File: src/rtl/bcd_pkg.sv
// bcd_pkg: shared types and constants for the BCD-to-binary converter.
//   state_e       FSM states (IDLE, SHIFT, DONE)
//   BCD_DIGIT_W   width of one BCD digit
//   ADJ_SUB       correction subtrahend applied to a digit >= ADJ_THRESH
//   ADJ_THRESH    correction threshold
//   N_BITS_DEF    default binary width / iteration count (only 8 supported)
//   bcd_invalid() range check used when BCD2BIN_CHECK_EN is defined
package bcd_pkg;

    typedef enum logic [1:0] {
        IDLE  = 2'd0,
        SHIFT = 2'd1,
        DONE  = 2'd2
    } state_e;

    localparam int unsigned BCD_DIGIT_W = 4;
    localparam logic [3:0]  ADJ_SUB     = 4'd3;
    localparam logic [3:0]  ADJ_THRESH  = 4'd8;
    localparam int unsigned N_BITS_DEF  = 8;

    // True when the triple lies outside 0..255 or holds a non-decimal digit.
    function automatic logic bcd_invalid(input logic [1:0] h, input logic [3:0] t,
                                         input logic [3:0] o);
        logic [7:0] tail;
        tail = ({4'd0, t} * 8'd10) + {4'd0, o};
        return (t > 4'd9) || (o > 4'd9) || (h == 2'd3) || ((h == 2'd2) && (tail > 8'd55));
    endfunction

endpackage

File: src/rtl/bcd_to_binary_if.sv
// bcd_to_binary_if: request/result bundle of the BCD-to-binary converter.
//   start, HUNDREDS, TENS, ONES  request side (driven by master)
//   busy, done, bin, err         result side (driven by slave)
interface bcd_to_binary_if;
    logic       start;
    logic [1:0] HUNDREDS;
    logic [3:0] TENS;
    logic [3:0] ONES;
    logic       busy;
    logic       done;
    logic [7:0] bin;
    logic       err;

    modport master (
        output start, HUNDREDS, TENS, ONES,
        input  busy, done, bin, err
    );

    modport slave (
        input  start, HUNDREDS, TENS, ONES,
        output busy, done, bin, err
    );
endinterface

File: src/rtl/sub3.sv
// sub3: reverse double-dabble digit correction, counterpart of add3.
//   digit     4-bit BCD digit after the right shift
//   adjusted  digit - 3 when digit >= 8, else digit unchanged
module sub3
    import bcd_pkg::*;
(
    input  logic [BCD_DIGIT_W-1:0] digit,
    output logic [BCD_DIGIT_W-1:0] adjusted
);
    // No borrow possible: subtraction only happens for digit >= 8.
    assign adjusted = (digit >= ADJ_THRESH) ? (digit - ADJ_SUB) : digit;
endmodule

File: src/rtl/bcd_to_binary.sv
// bcd_to_binary: sequential 3-digit BCD to 8-bit binary converter using
// reverse double-dabble (shift right, then subtract 3 from digits >= 8),
// one shift per cycle over N_BITS cycles.
//   clk   clock, rising edge
//   rst   asynchronous active-high reset
//   bus   slave side of bcd_to_binary_if (start/digits in, busy/done/bin/err out)
// Optional macro BCD2BIN_CHECK_EN: range-check the captured triple, report it on
// err with done and force bin to zero for invalid input. Undefined: err is 0.
module bcd_to_binary
    import bcd_pkg::*;
#(
    parameter int unsigned N_BITS = N_BITS_DEF
) (
    input  logic                clk,
    input  logic                rst,
    bcd_to_binary_if.slave      bus
);
    localparam int unsigned BCD_W = 2 + 2 * BCD_DIGIT_W;

    state_e              state_q;
    logic [BCD_W-1:0]    bcd_q;
    logic [N_BITS-1:0]   binsr_q;
    logic [N_BITS-1:0]   bin_q;
    logic [2:0]          cnt_q;
    logic                busy_q;
    logic                done_q;

    logic [BCD_W+N_BITS-1:0] shifted;
    logic [BCD_DIGIT_W-1:0]  tens_adj;
    logic [BCD_DIGIT_W-1:0]  ones_adj;
    logic [BCD_W-1:0]        bcd_next;
    logic [N_BITS-1:0]       binsr_next;

    assign shifted = {bcd_q, binsr_q} >> 1;

    sub3 u_sub3_tens (
        .digit    (shifted[N_BITS+2*BCD_DIGIT_W-1:N_BITS+BCD_DIGIT_W]),
        .adjusted (tens_adj)
    );

    sub3 u_sub3_ones (
        .digit    (shifted[N_BITS+BCD_DIGIT_W-1:N_BITS]),
        .adjusted (ones_adj)
    );

    // Hundreds field is at most 2 and can never reach the threshold.
    assign bcd_next   = {shifted[BCD_W+N_BITS-1:N_BITS+2*BCD_DIGIT_W], tens_adj, ones_adj};
    assign binsr_next = shifted[N_BITS-1:0];

`ifdef BCD2BIN_CHECK_EN
    logic err_cap_q;
    logic err_q;

    always_ff @(posedge clk or posedge rst) begin
        if (rst) begin
            err_cap_q <= 1'b0;
            err_q     <= 1'b0;
        end else if (state_q == IDLE && bus.start) begin
            err_cap_q <= bcd_invalid(bus.HUNDREDS, bus.TENS, bus.ONES);
        end else if (state_q == SHIFT && cnt_q == 3'd0) begin
            err_q <= err_cap_q;
        end
    end

    assign bus.err = err_q;
`else
    logic err_cap_q;
    assign err_cap_q = 1'b0;
    assign bus.err   = 1'b0;
`endif

    always_ff @(posedge clk or posedge rst) begin
        if (rst) begin
            state_q <= IDLE;
            bcd_q   <= '0;
            binsr_q <= '0;
            bin_q   <= '0;
            cnt_q   <= 3'd0;
            busy_q  <= 1'b0;
            done_q  <= 1'b0;
        end else begin
            done_q <= 1'b0;
            case (state_q)
                IDLE: begin
                    if (bus.start) begin
                        bcd_q   <= {bus.HUNDREDS, bus.TENS, bus.ONES};
                        binsr_q <= '0;
                        cnt_q   <= 3'd7;
                        busy_q  <= 1'b1;
                        state_q <= SHIFT;
                    end
                end
                SHIFT: begin
                    bcd_q   <= bcd_next;
                    binsr_q <= binsr_next;
                    if (cnt_q == 3'd0) begin
                        // Result is loaded on the final shift edge so it is
                        // presented together with done in the DONE cycle.
                        bin_q   <= err_cap_q ? '0 : binsr_next;
                        done_q  <= 1'b1;
                        state_q <= DONE;
                    end else begin
                        cnt_q <= cnt_q - 3'd1;
                    end
                end
                DONE: begin
                    busy_q  <= 1'b0;
                    state_q <= IDLE;
                end
                default: begin
                    busy_q  <= 1'b0;
                    state_q <= IDLE;
                end
            endcase
        end
    end

    assign bus.busy = busy_q;
    assign bus.done = done_q;
    assign bus.bin  = bin_q;
endmodule

File: src/flat_wrapper.sv
// flat-port wrapper written by rule: the top's interface ports become plain ports
module bcd_to_binary_flat import bcd_pkg::*;
#(
    parameter int unsigned N_BITS = N_BITS_DEF
)
  (clk, rst, bus_start, bus_HUNDREDS, bus_TENS, bus_ONES, bus_busy, bus_done, bus_bin, bus_err);
  bcd_to_binary_if bus_i ();
  input  logic clk;
  input  logic rst;
  input wire logic [$bits(bus_i.start)-1:0] bus_start;
  input wire logic [$bits(bus_i.HUNDREDS)-1:0] bus_HUNDREDS;
  input wire logic [$bits(bus_i.TENS)-1:0] bus_TENS;
  input wire logic [$bits(bus_i.ONES)-1:0] bus_ONES;
  output wire logic [$bits(bus_i.busy)-1:0] bus_busy;
  output wire logic [$bits(bus_i.done)-1:0] bus_done;
  output wire logic [$bits(bus_i.bin)-1:0] bus_bin;
  output wire logic [$bits(bus_i.err)-1:0] bus_err;
  assign bus_i.start = bus_start;
  assign bus_i.HUNDREDS = bus_HUNDREDS;
  assign bus_i.TENS = bus_TENS;
  assign bus_i.ONES = bus_ONES;
  assign bus_busy = bus_i.busy;
  assign bus_done = bus_i.done;
  assign bus_bin = bus_i.bin;
  assign bus_err = bus_i.err;
  bcd_to_binary #(.N_BITS(N_BITS)) u_core (.clk(clk), .rst(rst), .bus(bus_i));
endmodule
File: config.mk
export PLATFORM = sky130hd
export DESIGN_NAME = bcd_to_binary_flat
export DESIGN_NICKNAME = d
export VERILOG_FILES = /design/src/rtl/bcd_pkg.sv /design/src/rtl/bcd_to_binary_if.sv /design/src/rtl/sub3.sv /design/src/rtl/bcd_to_binary.sv /design/src/flat_wrapper.sv
export SDC_FILE = /design/constraint.sdc
export NUM_CORES = 1
export LEC_CHECK = 0
export CORE_UTILIZATION = 47
export DETAILED_ROUTE_END_ITERATION = 10
export PLACE_DENSITY = 0.74
export SLEW_MARGIN = 20
export SYNTH_ARGS = -nofsm -noshare
export SYNTH_HDL_FRONTEND = slang
export SYNTH_SLANG_ARGS = --single-unit
File: constraint.sdc
create_clock -name clk -period 1.4 [get_ports clk]
set_clock_uncertainty 0.1 [all_clocks]
set_input_delay 0.14 -clock clk [delete_from_list [all_inputs] [get_ports clk]]
set_output_delay 0.14 -clock clk [all_outputs]
set_load 0.005 [all_outputs]
* Word-level counts from Yosys, hierarchy flattened
Cells that the tools add are included.
** Cells by class
- Mux-type cells :: 16
- Reductions and logical operators :: 8
- Bitwise operators :: 1
- Add/sub/neg operators :: 3
- Equality and inequality tests :: 4
- $lt $le $gt $ge :: 2
** Operator list (number)
- $pmux W10 S2 :: 1
- $pmux W8 S2 :: 1
- $mux W10 :: 1
- $ge A4 B4 Y1 const B :: 2
- $mux W4 :: 2
- $mux W8 :: 1
- $reduce_and A2 Y1 :: 4
- $sub A4 B2 Y4 const B :: 2
- $mux W3 :: 2
- $pmux W3 S2 :: 1
- $mux W2 :: 2
- $ne A2 B2 Y1 const B :: 2
- $pmux W2 S2 :: 1
- $logic_not A3 Y1 :: 1
- $mux W1 :: 3
- $reduce_and A3 Y1 :: 1
- $sub A3 B1 Y3 const B :: 1
- $eq A2 B1 Y1 const B :: 1
- $logic_not A2 Y1 :: 1
- $ne A2 B1 Y1 const B :: 1
- $pmux W1 S2 :: 1
- $reduce_bool A2 Y1 :: 1
- $not A1 Y1 :: 1
** Storage, ports and cells
- Output and inout bits :: 11
- Register bits :: 33
- Input port bits :: 13
- Word-level logic and storage cells :: 41

* Logic depth before layout (Yosys ltp)
- Depth after elaboration :: 3
- Mapped depth :: 5
- Gate-level depth less buffers :: 5

* Hierarchy
From an unflattened synthesis, not the netlist that was laid out.
** Unflattened totals
- Cell total of the unflattened synthesis :: 133
- Area, all modules :: 1531.5 um2
** Modules (own cells, without submodules)
- bcd_to_binary :: sequential area each 800.8 um2, area each 1378.8 um2, times used 1, cells each 111
- sub3 :: sequential area each 0.0 um2, area each 76.3 um2, times used 2, cells each 11

* Least setup slack after synthesis
Ideal clock, no wire load.
- Path type :: register to register
- Start :: register u_core.cnt_q[0]
- End :: register u_core.bin_q[0] (netlist: u_core.bus.bin[0])
- Setup slack :: -0.079 ns
- Setup time :: 0.128 ns
- Period minus slack after synthesis :: 1.479 ns
- Data required time :: 1.172 ns
- Arrival :: 1.251 ns
- Stages on the path, launching flop included :: 6
- Buffers on the path :: 1
- Cell sequence :: dfrtp_1 > inv_1 > ha_1 > and3_1 > buf_4 > mux2_1
** Between the ends
- Word-level cells in the longest chain between the ends :: 2
** Ends and longest elaborated chain
- start: declaration :: RTL line bcd_to_binary.sv:24 : logic [2:0] cnt_q;
- start signal: assignment :: RTL line bcd_to_binary.sv:103 : cnt_q <= cnt_q - 3'd1;
- $logic_not A3 Y1 :: RTL line bcd_to_binary.sv:96 : if (cnt_q == 3'd0) begin
- $reduce_and A2 Y1 (no line)
- end signal: assignment :: RTL line bcd_to_binary.sv:99 : bin_q <= err_cap_q ? '0 : binsr_next;
- end: declaration :: RTL line bcd_to_binary.sv:23 : logic [N_BITS-1:0] bin_q;
No other way between the ends.
A chain may end at the register's enable or synchronous reset.

* Worst setup path in the final report
- Start :: register u_core.cnt_q[0]
- End :: register u_core.bin_q[4] (netlist: u_core.bus.bin[4])
Same word-level chain as after synthesis.

==> impl_results.md <==
* Run status: finished, violations left
* Failing checks: negative setup slack
* Synthesized-area fraction occupied by adder cells at 5.03%
* Top cell type's share of synthesized area at roughly 54%
* Cell type contributing the most total cell area after synthesis: sky130_fd_sc_hd__dfrtp_1
* FP Rows at 20
* Die Y-Extent at ~60 µm
* Buffering stage count on the worst path with inverters included at 2
* Pin count of the biggest net entering global routing at 33
* R2R cell count at 5
* # fillers at roughly 220
* Iteration-0 DRC count of the detailed router at 40
* Number of max-slew violations in the final report at 0
* Post-detail-place hpwl at roughly 2.2 mm
* H-tree Lvls at 2
* Proportion of synthesized chip area in sequential cells at a little over half
* Critical Path RT at 1.51 ns
* Unrepaired setup endpoints after global routing: true
* Clock sink count at 32
* Area of the core at a little over 0.003 mm²
* Arrival time of the worst setup path at about 1.6 ns
* Detailed-route via count at around 1100
* Initial Utilization at about half
* Origin of the worst setup path: u_core.cnt_q[0]
* Maximum frequency from static timing analysis at approximately 680 MHz
* Primary FF master, synth: sky130_fd_sc_hd__dfrtp_1
* Path type of the worst setup path: reg -> reg
* Minimum clock period at about 1.5 ns
* Total power draw at approximately 4500 µW
* Number of ports placed on the die boundary at 24
* Die Outline Area at between 0.003 and 0.004 mm²
* Critical R2R Launch: u_core.cnt_q[0]
* Routed length per placed instance at between 10 and 15 µm
* Ant diodes at 0
* Via count of the first global-routing pass at around 1100
* Critical Path Sink Type: flop
* Insertion delay of the later-clocked pin in the worst-skew pair at ~0.32 ns
* Number of flops mapped to enable cells by yosys at 0
* Syn_area_per_cell at roughly 12 µm²
* Main area contributors after synthesis: sky130_fd_sc_hd__dfrtp_1 54%, sky130_fd_sc_hd__mux2_1 6.0%, sky130_fd_sc_hd__ha_1 5.0%
* Multiplexer share of the synthesized area at under 10%
* Antenna violations before repair at 0
* Max-cap viol count at 0
* Most common library cells after synthesis: 32 x sky130_fd_sc_hd__dfrtp_1, 11 x sky130_fd_sc_hd__inv_1, 8 x sky130_fd_sc_hd__a21oi_1, 8 x sky130_fd_sc_hd__mux2_1, 7 x sky130_fd_sc_hd__a22o_1
* Least setup slack across all paths after layout at -0.0741 ns
* Total number of cells along the worst setup path at 5
* Endpoints failing setup at 8
* Worst path cell trace: inv_2 > ha_4 > and3_4 > buf_6 > mux2_4
* Reg area at 802 µm²
* Period utilisation layout at 105%
* Number of buffers on the longest clock path at 2
* Power per standard cell area at 2130 mW/mm²
* Area of the multi-input gates at between 700 and 800 µm²
* Total wirelength of the detailed-routed design at about 3.2 mm
* Combinational family with the most area after synthesis: compound AO/OA/AOI/OAI gates
* Standard cell with the maximum stage delay on the critical path: sky130_fd_sc_hd__dfrtp_1
* Final nets at approximately 190
* Count of state elements after synthesis at 32
* Cts-stage hold buffer count at 0
* Die X at between 50 and 60 µm
* Hold Vio Cnt, Final at 0
* Synth Area in Compound Gates at roughly 17%
* TritonRoute pass-1 iters at 4
* Global-route congestion overflow total at 0
* Most used standard cell by instance count after synthesis: sky130_fd_sc_hd__dfrtp_1
* Peak VDD IR at approximately 1.1 mV
* TritonCTS clock tree: done
* Post-synthesis xor/xnor area fraction at 2.35%
* Worst Path Max Fanout at 5
* Fraction of synthesis flops using an asynchronous set or reset pin at 100%
* Critical path launch point type: flop
* Utilization of the core after routing at a little over two thirds
* Number of vias per cell after detailed routing at a little over 5
* Clock slew at the register clock pins of the worst setup and hold paths at ~0.1 ns
* Area added between synthesis and finish at 41.1%
* Port-buffer cells at 22
* Final-layout worst hold slack at roughly 0.038 ns
* Cell Area, Synth at approximately 0.0015 mm²
* Hold Crit Class: in -> async
* Clock root buffer master: sky130_fd_sc_hd__clkbuf_4
* Post-route ant nets at 0
* Placer's final routability congestion estimate at roughly 0.75
* Synth Area in Simple Gates at about 8.6%
* GR Util All Layers at around 22%
* Delay contributed by the slowest stage of the critical path at about 0.42 ns
* Number of buffers inserted during clock tree synthesis at 5
* Number of remaining DRC errors at 0
* Global-route wire length before repair at 5.46 mm
* Fraction of final layout cells sized beyond drive strength 1 at between 30% and 40%
* Number of warnings printed during yosys synthesis at 0
* Static leakage at between 0.001 and 0.0015 µW
* Number of distinct standard cells referenced by the synthesized netlist at 32
* Cell family with most CP delay: flip-flops
* Net Count, Synth at 146
* Post-synthesis instance total at ~130
==> stage by stage <==
step	setup slack [ns]	area, µm²	setup TNS [ns]	instances
finish	-0.0741	2110	-0.502	220
global route	-0.111	2110	-0.835	220
CTS	-0.0619	2070	-0.387	220
detailed placement	-0.122	1870	-1.30	203
global placement	-0.0981	1870	-0.937	203
floorplan	-0.0598	1500	-0.479	127
==> where the power goes <==
group | switching [µW] | total (µW) | internal [µW]
Clock | 300 | 539 | 239
Sequential | 331 | 1670 | 1340
Combinational | 934 | 2280 | 1340
==> worst paths after layout <==
check / endpoint / slack (ns)
setup / recovery: u_core.bus.bin[4] / -0.07
hold / removal: u_core.bcd_q[1] / 0.04
setup reg to reg: u_core.bus.bin[4] / -0.07
hold reg to reg: u_core.bus.busy / 0.40
max in group asynchronous: u_core.state_q[1] / 0.97
min in group clk: u_core.bcd_q[4] / 0.37
==> area by class of cell <==
class / instances / share of cell area [%]
flip-flops and latches: 32 / 38.1
multi-input cells: 78 / 34.3
repair buffers: 47 / 20.1
well taps: 44 / 2.61
clock buffers: 6 / 2.44
inverters: 11 / 1.96
clock inverters: 2 / 0.475
==> routing by layer <==
metal,GRT usage [%],vias to the layer above,wire [µm]
met5,0,-,0
met4,10.2,0,54
met3,3.96,6,79
met2,36.0,19,1670
met1,29.6,560,1450
li1,-,546,-
==> timing repair <==
item	CTS	global route
gates cloned	2	0
gates resized for setup	30	9
endpoints found under the setup margin	22	24
setup buffers	7	0
pin swaps	1	1
==> cell families after synthesis <==
kind of cell / Yosys count
DFF: 32
other: 1
and+or+nand+nor: 22
buffers and inverters: 17
muxes: 11
xor gates and xnor gates: 4
AOI/OAI and AO/OA: 34
adders and majority gates: 6
==> flip-flops by register name (all words and copies together), names as in the netlist <==
signal / cells
u_core.cnt_q: 3
u_core.binsr_q: 7
u_core.state_q: 2
u_core.bus.done: 1
u_core.bus.bin: 8
u_core.bcd_q: 10
u_core.bus.busy: 1
==> placed cells by master (no fill, tap or decap), drive strengths merged, types with 3 or more instances in the layout <==
cell type / Yosys / final
xnor2: 4 / 4
a22o: 7 / 7
a21oi: 8 / 8
clkbuf: 2 / 6
buf: 4 / 25
clkdlybuf4s50: 0 / 12
mux2: 8 / 8
mux2i: 3 / 3
inv: 11 / 11
a22oi: 3 / 3
nor2: 4 / 4
ha: 6 / 6
nor2b: 4 / 4
nand2b: 5 / 5
dfrtp: 32 / 32
dlygate4sd2: 0 / 9
==> worst reg2reg max path: stages, from the launching register on <==
cell and delay, ns:
sky130_fd_sc_hd__dfrtp_1 0.42, sky130_fd_sc_hd__inv_2 0.09, sky130_fd_sc_hd__ha_4 0.13, sky130_fd_sc_hd__and3_4 0.20, sky130_fd_sc_hd__buf_6 0.14, sky130_fd_sc_hd__mux2_4 0.30
No activity file was read; power rests on OpenSTA's default activity.
